### src/rtl/instr_encoder_if.sv
// Loader-side field stream, program-memory write port and session status
// shared between the host loader (master) and instr_encoder (slave).
interface instr_encoder_if #(
   parameter int PROGRAM_DataWidth = 16,
   parameter int PC_WIDTH          = 8,
   parameter int NumOpCodeBits     = 5,
   parameter int SEL_WIDTH         = 2,
   parameter int ParamBits         = 8
);
   logic                         start;
   logic                         in_valid;
   logic                         in_ready;
   logic [NumOpCodeBits-1:0]     in_opcode;
   logic [SEL_WIDTH-1:0]         in_op1;
   logic [SEL_WIDTH-1:0]         in_op2;
   logic [ParamBits-1:0]         in_literal;
   logic                         in_last;
   logic                         mem_wr_en;
   logic [PC_WIDTH-1:0]          mem_adr;
   logic [PROGRAM_DataWidth-1:0] mem_data;
   logic                         busy;
   logic                         done;
   logic                         err;
   logic [1:0]                   err_code;
   logic [PC_WIDTH:0]            word_count;

   modport master (
      output start, in_valid, in_opcode, in_op1, in_op2, in_literal, in_last,
      input  in_ready, mem_wr_en, mem_adr, mem_data, busy, done, err,
             err_code, word_count
   );

   modport slave (
      input  start, in_valid, in_opcode, in_op1, in_op2, in_literal, in_last,
      output in_ready, mem_wr_en, mem_adr, mem_data, busy, done, err,
             err_code, word_count
   );
endinterface

### src/rtl/instr_encoder.sv
// Packs instruction fields into canonical 16-bit words and writes them to
// program memory from address 0; rejects opcodes the core does not execute.
module instr_encoder #(
   parameter int PROGRAM_DataWidth = 16,
   parameter int PC_WIDTH          = 8,
   parameter int NumOpCodeBits     = 5,
   parameter int SEL_WIDTH         = 2,
   parameter int ParamBits         = 8
) (
   input  logic             clk,
   input  logic             rst,
   instr_encoder_if.slave   bus
);

   typedef enum logic [1:0] {
      S_IDLE   = 2'b00,
      S_ACCEPT = 2'b01,
      S_DONE   = 2'b10,
      S_ERROR  = 2'b11
   } state_t;

   localparam logic [PC_WIDTH:0] LAST_ADR = {1'b0, {PC_WIDTH{1'b1}}};
   localparam logic [PC_WIDTH:0] CNT_ONE  = {{PC_WIDTH{1'b0}}, 1'b1};

   // Returns {legal, word}; bit 10 and all unused fields stay zero.
   function automatic logic [16:0] f_encode(
      input logic [4:0] op,
      input logic [1:0] op1,
      input logic [1:0] op2,
      input logic [7:0] lit
   );
      logic [16:0] res;
      res = 17'd0;
      case (op)
         5'b00000: res = {1'b1, 16'h0000};
         5'b00001, 5'b00010, 5'b00011,
         5'b00100, 5'b00101, 5'b00110:
            res = {1'b1, op, 1'b0, op1, 3'b000, op2, 3'b000};
         5'b00111, 5'b01000, 5'b01001:
            res = {1'b1, op, 1'b0, op1, lit};
         5'b10000: res = {1'b1, op, 3'b000, lit};
         default:  res = 17'd0;
      endcase
      return res;
   endfunction

   state_t                       r_state;
   logic                         r_in_ready;
   logic                         r_mem_wr_en;
   logic [PC_WIDTH-1:0]          r_mem_adr;
   logic [PROGRAM_DataWidth-1:0] r_mem_data;
   logic                         r_busy;
   logic                         r_done;
   logic                         r_err;
   logic [1:0]                   r_err_code;
   logic [PC_WIDTH:0]            r_count;

   logic [16:0] w_enc;
   logic        w_legal;
   logic [15:0] w_word;
   logic        w_xfer;
   logic        w_at_last_adr;

   assign w_enc         = f_encode(bus.in_opcode, bus.in_op1, bus.in_op2, bus.in_literal);
   assign w_legal       = w_enc[16];
   assign w_word        = w_enc[15:0];
   assign w_xfer        = bus.in_valid && r_in_ready;
   assign w_at_last_adr = (r_count == LAST_ADR);

   // Session FSM with registered outputs; r_count doubles as the next write address.
   always_ff @(posedge clk) begin
      if (rst) begin
         r_state     <= S_IDLE;
         r_in_ready  <= 1'b0;
         r_mem_wr_en <= 1'b0;
         r_mem_adr   <= {PC_WIDTH{1'b0}};
         r_mem_data  <= {PROGRAM_DataWidth{1'b0}};
         r_busy      <= 1'b0;
         r_done      <= 1'b0;
         r_err       <= 1'b0;
         r_err_code  <= 2'b00;
         r_count     <= {(PC_WIDTH+1){1'b0}};
      end else begin
         r_mem_wr_en <= 1'b0;
         case (r_state)
            S_IDLE, S_DONE, S_ERROR: begin
               if (bus.start) begin
                  r_state    <= S_ACCEPT;
                  r_in_ready <= 1'b1;
                  r_busy     <= 1'b1;
                  r_done     <= 1'b0;
                  r_err      <= 1'b0;
                  r_err_code <= 2'b00;
                  r_count    <= {(PC_WIDTH+1){1'b0}};
               end
            end
            S_ACCEPT: begin
               if (w_xfer) begin
                  if (w_legal) begin
                     r_mem_wr_en <= 1'b1;
                     r_mem_adr   <= r_count[PC_WIDTH-1:0];
                     r_mem_data  <= w_word;
                     r_count     <= r_count + CNT_ONE;
                     if (bus.in_last) begin
                        r_state    <= S_DONE;
                        r_in_ready <= 1'b0;
                        r_busy     <= 1'b0;
                        r_done     <= 1'b1;
                     end else if (w_at_last_adr) begin
                        // Top of memory reached with more to come: stop, never wrap.
                        r_state    <= S_ERROR;
                        r_in_ready <= 1'b0;
                        r_busy     <= 1'b0;
                        r_err      <= 1'b1;
                        r_err_code <= 2'b10;
                     end
                  end else begin
                     r_state    <= S_ERROR;
                     r_in_ready <= 1'b0;
                     r_busy     <= 1'b0;
                     r_err      <= 1'b1;
                     r_err_code <= 2'b01;
                  end
               end
            end
            default: begin
               r_state    <= S_IDLE;
               r_in_ready <= 1'b0;
               r_busy     <= 1'b0;
            end
         endcase
      end
   end

   assign bus.in_ready   = r_in_ready;
   assign bus.mem_wr_en  = r_mem_wr_en;
   assign bus.mem_adr    = r_mem_adr;
   assign bus.mem_data   = r_mem_data;
   assign bus.busy       = r_busy;
   assign bus.done       = r_done;
   assign bus.err        = r_err;
   assign bus.err_code   = r_err_code;
   assign bus.word_count = r_count;

endmodule

### src/flat_wrapper.sv
// flat-port wrapper written by rule: the top's interface ports become plain ports
module instr_encoder_flat 
#(
   parameter int PROGRAM_DataWidth = 16,
   parameter int PC_WIDTH          = 8,
   parameter int NumOpCodeBits     = 5,
   parameter int SEL_WIDTH         = 2,
   parameter int ParamBits         = 8
)
  (clk, rst, bus_start, bus_in_valid, bus_in_opcode, bus_in_op1, bus_in_op2, bus_in_literal, bus_in_last, bus_in_ready, bus_mem_wr_en, bus_mem_adr, bus_mem_data, bus_busy, bus_done, bus_err, bus_err_code, bus_word_count);
  instr_encoder_if #(.PROGRAM_DataWidth(PROGRAM_DataWidth), .PC_WIDTH(PC_WIDTH), .NumOpCodeBits(NumOpCodeBits), .SEL_WIDTH(SEL_WIDTH), .ParamBits(ParamBits)) bus_i ();
  input  logic clk;
  input  logic rst;
  input wire logic [$bits(bus_i.start)-1:0] bus_start;
  input wire logic [$bits(bus_i.in_valid)-1:0] bus_in_valid;
  input wire logic [$bits(bus_i.in_opcode)-1:0] bus_in_opcode;
  input wire logic [$bits(bus_i.in_op1)-1:0] bus_in_op1;
  input wire logic [$bits(bus_i.in_op2)-1:0] bus_in_op2;
  input wire logic [$bits(bus_i.in_literal)-1:0] bus_in_literal;
  input wire logic [$bits(bus_i.in_last)-1:0] bus_in_last;
  output wire logic [$bits(bus_i.in_ready)-1:0] bus_in_ready;
  output wire logic [$bits(bus_i.mem_wr_en)-1:0] bus_mem_wr_en;
  output wire logic [$bits(bus_i.mem_adr)-1:0] bus_mem_adr;
  output wire logic [$bits(bus_i.mem_data)-1:0] bus_mem_data;
  output wire logic [$bits(bus_i.busy)-1:0] bus_busy;
  output wire logic [$bits(bus_i.done)-1:0] bus_done;
  output wire logic [$bits(bus_i.err)-1:0] bus_err;
  output wire logic [$bits(bus_i.err_code)-1:0] bus_err_code;
  output wire logic [$bits(bus_i.word_count)-1:0] bus_word_count;
  assign bus_i.start = bus_start;
  assign bus_i.in_valid = bus_in_valid;
  assign bus_i.in_opcode = bus_in_opcode;
  assign bus_i.in_op1 = bus_in_op1;
  assign bus_i.in_op2 = bus_in_op2;
  assign bus_i.in_literal = bus_in_literal;
  assign bus_i.in_last = bus_in_last;
  assign bus_in_ready = bus_i.in_ready;
  assign bus_mem_wr_en = bus_i.mem_wr_en;
  assign bus_mem_adr = bus_i.mem_adr;
  assign bus_mem_data = bus_i.mem_data;
  assign bus_busy = bus_i.busy;
  assign bus_done = bus_i.done;
  assign bus_err = bus_i.err;
  assign bus_err_code = bus_i.err_code;
  assign bus_word_count = bus_i.word_count;
  instr_encoder #(.PROGRAM_DataWidth(PROGRAM_DataWidth), .PC_WIDTH(PC_WIDTH), .NumOpCodeBits(NumOpCodeBits), .SEL_WIDTH(SEL_WIDTH), .ParamBits(ParamBits)) u_core (.clk(clk), .rst(rst), .bus(bus_i));
endmodule
### config.mk
export PLATFORM = sky130hd
export DESIGN_NAME = instr_encoder_flat
export DESIGN_NICKNAME = d
export VERILOG_FILES = /design/src/rtl/instr_encoder_if.sv /design/src/rtl/instr_encoder.sv /design/src/flat_wrapper.sv
export SDC_FILE = /design/constraint.sdc
export NUM_CORES = 1
export LEC_CHECK = 0
export ABC_AREA = 1
export BUFFER_PORTS_ARGS = -buffer_cell sky130_fd_sc_hd__buf_2
export CAP_MARGIN = 30
export CORE_ASPECT_RATIO = 1.4
export CORE_MARGIN = 10
export CORE_UTILIZATION = 45
export CTS_BUF_LIST = sky130_fd_sc_hd__clkbuf_16
export DETAILED_ROUTE_END_ITERATION = 10
export GPL_TIMING_DRIVEN = 1
export PLACE_DENSITY = 0.73
export SYNTH_ARGS = -nofsm -noshare
export SYNTH_HDL_FRONTEND = slang
export SYNTH_SLANG_ARGS = --single-unit
### constraint.sdc
create_clock -name clk -period 2.06 [get_ports clk]
set_input_delay 0.618 -clock clk [delete_from_list [all_inputs] [get_ports clk]]
set_output_delay 0.618 -clock clk [all_outputs]
set_load 0.01 [all_outputs]
Yosys cells after proc, flatten, opt, wreduce, memory -nomap -nowiden
Cells that the tools add are included.

operators by class
  equal/unequal tests = 21
  multiplexer cells = 34
  add/subtract/negate cells = 1
  reduce and logical (&&, ||, !) cells = 12
  bitwise logic cells = 2

operators by type and width
  operator               count
  $pmux W17 S4           1
  $mux W9                3
  $eq A5 B3 Y1 const B   4
  $mux W2                10
  $pmux W9 S2            1
  $mux W1                14
  $eq A5 B2 Y1 const B   2
  $eq A5 B4 Y1 const B   2
  $add A9 B1 Y9 const B  1
  $eq A9 B8 Y1 const B   1
  $reduce_and A3 Y1      3
  $reduce_or A3 Y1       3
  $pmux W2 S2            2
  $reduce_and A4 Y1      2
  $ne A3 B3 Y1 const B   2
  $pmux W1 S2            3
  $reduce_or A6 Y1       1
  $eq A5 B1 Y1 const B   1
  $eq A5 B5 Y1 const B   1
  $logic_not A5 Y1       1
  $eq A2 B2 Y1 const B   2
  $ne A2 B1 Y1 const B   2
  $ne A2 B2 Y1 const B   2
  $ne A4 B4 Y1 const B   1
  other kinds (4)        5

word-level totals
  bits in registers = 41
  input bits = 22

Logic depth before layout (Yosys ltp)
  word-level depth = 6
  mapped depth = 12
  mapped depth without buffers = 12

Worst setup path before layout
Ideal clock, no wire load.

  path type = reg2reg
  start point = register u_core.r_count[0] (netlist: u_core.bus.word_count[0])
  end point = register u_core.r_err (netlist: u_core.bus.err)
  buffers on the path = 0
  period minus slack after synthesis = 1.822 ns
  data arrival time = 1.688 ns
  cell stages (with the launch flop) = 13
  required time = 1.926 ns
  path slack = 0.238 ns
  library setup time = 0.134 ns
  path through = dfxtp_1 > ha_1 > nand3_1 > nor2_1 > inv_1 > nor2_1 > ha_1 > inv_1 > or2_2 > nand3_1 > nand2_1 > nand2_1 > a21oi_1

on the way
  longest elaborated chain between the ends = 3

ends and longest elaborated chain
  element                      RTL line              text
  start: declaration           instr_encoder.sv:56   logic [PC_WIDTH:0] r_count;
  start signal: assignment     instr_encoder.sv:82   r_count <= {(PC_WIDTH+1){1'b0}};
  start signal: assignment     instr_encoder.sv:94   r_count <= {(PC_WIDTH+1){1'b0}};
  start signal: assignment     instr_encoder.sv:103  r_count <= r_count + CNT_ONE;
  $eq A9 B8 Y1                 instr_encoder.sv:68   assign w_at_last_adr = (r_count == LAST_ADR);
  $ne A3 B3 Y1 (no line)       -
  $reduce_and A4 Y1 (no line)  -
  end signal: assignment       instr_encoder.sv:80   r_err <= 1'b0;
  end signal: assignment       instr_encoder.sv:92   r_err <= 1'b0;
  end signal: assignment       instr_encoder.sv:114  r_err <= 1'b1;
  end: declaration             instr_encoder.sv:54   logic r_err;

No other way between the ends.
A chain may end at the register's enable or synchronous reset.

Worst setup path in the final report
Same ends and word-level chain as after synthesis.

==> flow_summary.json <==
{
  "path_clk_slew_ns": 0.05,
  "area_growth_pct": 27.92,
  "dp.cells": 336,
  "grt_pass1_vias": 1737,
  "start_util_pct": 47.74,
  "max_freq_mhz": 531.6,
  "h-tree-depth": 2,
  "numCtsBuffers": 5,
  "finalCritPeriodShare_pct": 91.31,
  "final_nets": 325,
  "start_kind": "flop",
  "clk_latency_ns": 0.28,
  "grt_usage_pct": 13.63,
  "arrival_ns": 2.04,
  "die_x_um": 73.01,
  "p_total_uw": 1648,
  "coreArea_um2": 3709,
  "fp.dieH_um": 94.22,
  "ys_seq_area_share_pct": 45.23,
  "dpl.hpwl_mm": 3.499,
  "dieArea_um2": 6879,
  "hold_violations": 0,
  "antenna_found_initial": 0,
  "synth-seq-cells": 40,
  "setup_viol": 0,
  "synth_cell_type_count": 25,
  "cap_violations": 0,
  "cts_tree": "built",
  "crit_type": "flop to flop",
  "dr.pass1.iters": 4,
  "finish.utilization_pct": 61.07,
  "route.detailed.drc": 0,
  "avgSynthCellArea_um2": 7.470,
  "fillerInstances": 374,
  "cts_root_buf": "clkbuf_16",
  "drive_gt1_share_pct": 29.90,
  "worstPathMaxFanout": 5,
  "grt-ovfl-total": 0,
  "io_pins": 62,
  "rows": 26,
  "clock_skew_ns": 0.002159,
  "postRouteAntennaNets": 0,
  "setup_slack_ns": 0.1790,
  "slew_viol_final": 0,
  "synthesis.nets": 261,
  "post_drt_wl_per_cell_um": 13.14,
  "power.leakage_uw": 0.001093,
  "crit_path_end_kind": "flop",
  "netlist_area_um2": 1770,
  "clk_path_buf_depth": 2,
  "n_antenna_cell": 0,
  "dp_slack_ns": 0.06111,
  "grt_max_degree": 20,
  "postRouteWirelength_mm": 4.507,
  "clkSinkCount": 40,
  "vias": 1686,
  "pwr_density_cell_nw_per_um2": 727.9,
  "required_ns": 2.22,
  "drt_iter0_drc": 89,
  "placement.io_buffers": 60,
  "viasPerCell": 4.915,
  "post_cts_buffers": 0,
  "hold_path.class": "flop to flop",
  "grt_pass1_wl_mm": 7.590,
  "yosys_warnings": 0,
  "fin_cells": 343,
  "synthCells": 237,
  "min_period_ns": 1.881,
  "gp_congestion": 0.7922,
  "status": "completed",
  "vdd_drop_max_uv": 740.4
}
[cell usage after synthesis (all sizes together)]
library cell	number	share of area [%]
ha	2	1.4
dfxtp	40	45
xor2	4	2.0
a21oi	19	5.6
nand4	1	0.35
nand3	30	9.0
nand2	52	12
nor2	29	6.7
or2	2	0.85
o21ai	24	6.8
conb	1	0.21
inv	21	4.5
buf	8	3.8
a21boi	2	0.85
clkbuf	2	0.42
[state kept, by name, indices dropped and copies added (netlist names)]
name / flops
u_core.bus.mem_data: 15
u_core.bus.word_count: 9
u_core.bus.mem_adr: 8
u_core.bus.err_code: 2
u_core.r_state: 2
u_core.bus.done: 1
u_core.bus.err: 1
u_core.bus.in_ready: 1
u_core.bus.mem_wr_en: 1
[worst paths after layout]
| check | start | endpoint | slack [ns] | cells after the start |
|---|---|---|---|---|
| setup / recovery | u_core.bus.word_count[0] | u_core.bus.err | 0.18 | 12 |
| hold / removal | u_core.bus.err_code[1] | u_core.bus.err_code[1] | 0.44 | 2 |
| setup reg to reg | u_core.bus.word_count[0] | u_core.bus.err | 0.18 | 12 |
| hold reg to reg | u_core.bus.err_code[1] | u_core.bus.err_code[1] | 0.44 | 2 |
[logic make-up after synthesis]
kind of cell	after synthesis	synth area share, %
xor gates and xnor gates	4	1.979
and+or+nand+nor	114	29.26
AOI/OAI and AO/OA	45	13.22
other	1	0.2118
adders and majority gates	2	1.413
buffers and inverters	31	8.692
DFF	40	45.23
[per-stage QoR]
stage                TNS (ns)  hold slack (ns)  instance area [um^2]
floorplan                   0           0.4350                  1770
global placement            0           0.4352                  2126
detailed placement          0           0.4359                  2126
CTS                         0           0.4450                  2258
global route        -0.002581           0.4696                  2265
finish                      0           0.4419                  2265
[critical path, cell delays in order (launching register included)]
cell,delay (ns)
dfxtp_2,0.36
ha_1,0.20
nand3_1,0.12
nor2_2,0.11
inv_1,0.05
nor2_1,0.10
ha_1,0.15
inv_1,0.05
or2_2,0.27
nand3_1,0.13
nand2_2,0.09
nand2_1,0.08
a21oi_1,0.06
[cells in the final DEF, fill, tap and decap left out]
cell / synthesis / layout
nand2_2: 3 / 4
ha_1: 2 / 2
clkbuf_16: 0 / 5
buf_2: 0 / 60
a21boi_0: 2 / 2
nand4_1: 1 / 1
o21ai_1: 15 / 15
nor2_2: 4 / 5
a21oi_2: 1 / 1
buf_4: 4 / 5
o21ai_0: 9 / 9
nand3_1: 28 / 28
buf_12: 0 / 2
conb_1: 1 / 1
a21oi_1: 18 / 18
nor2_1: 25 / 24
nand3_2: 2 / 2
dfxtp_1: 40 / 39
nand2_4: 2 / 2
inv_2: 1 / 1
inv_1: 20 / 20
or2_2: 1 / 1
or2_4: 1 / 1
xor2_1: 4 / 4
clkinv_1: 0 / 2
nand2_1: 47 / 46
dfxtp_2: 0 / 1
[cell type report]
cell class                 count  area, um^2  area share (%)
tap                           42       52.55           2.320
timing repair buffer          67       377.9           16.69
sequential                    40       802.0           35.41
inverter                      21       78.83           3.481
clock inverter                 2       7.507          0.3315
multi-input combinational    166       820.8           36.24
clock buffer                   5       125.1           5.525
[routing by layer]
layer | global-route usage (%) | up-vias | wire length (um)
met5 | 0 | - | 0
met1 | 13.30 | 744 | 1708
met4 | 6.190 | 0 | 83
li1 | - | 887 | -
met3 | 5.608 | 6 | 362
met2 | 24.07 | 49 | 2353
[report_power, final]
part	internal, uW	switching (uW)	total [uW]
sequential	786	6.07	792
clock	432	275	708
combinational	53.6	94.8	148
total	1270	376	1650
[timing repair]
item	4_1_cts	5_1_grt
setup endpoints to repair	0	4
hold buffers	0	0
resized for setup	0	3
Power figures use the tool's default switching activity.
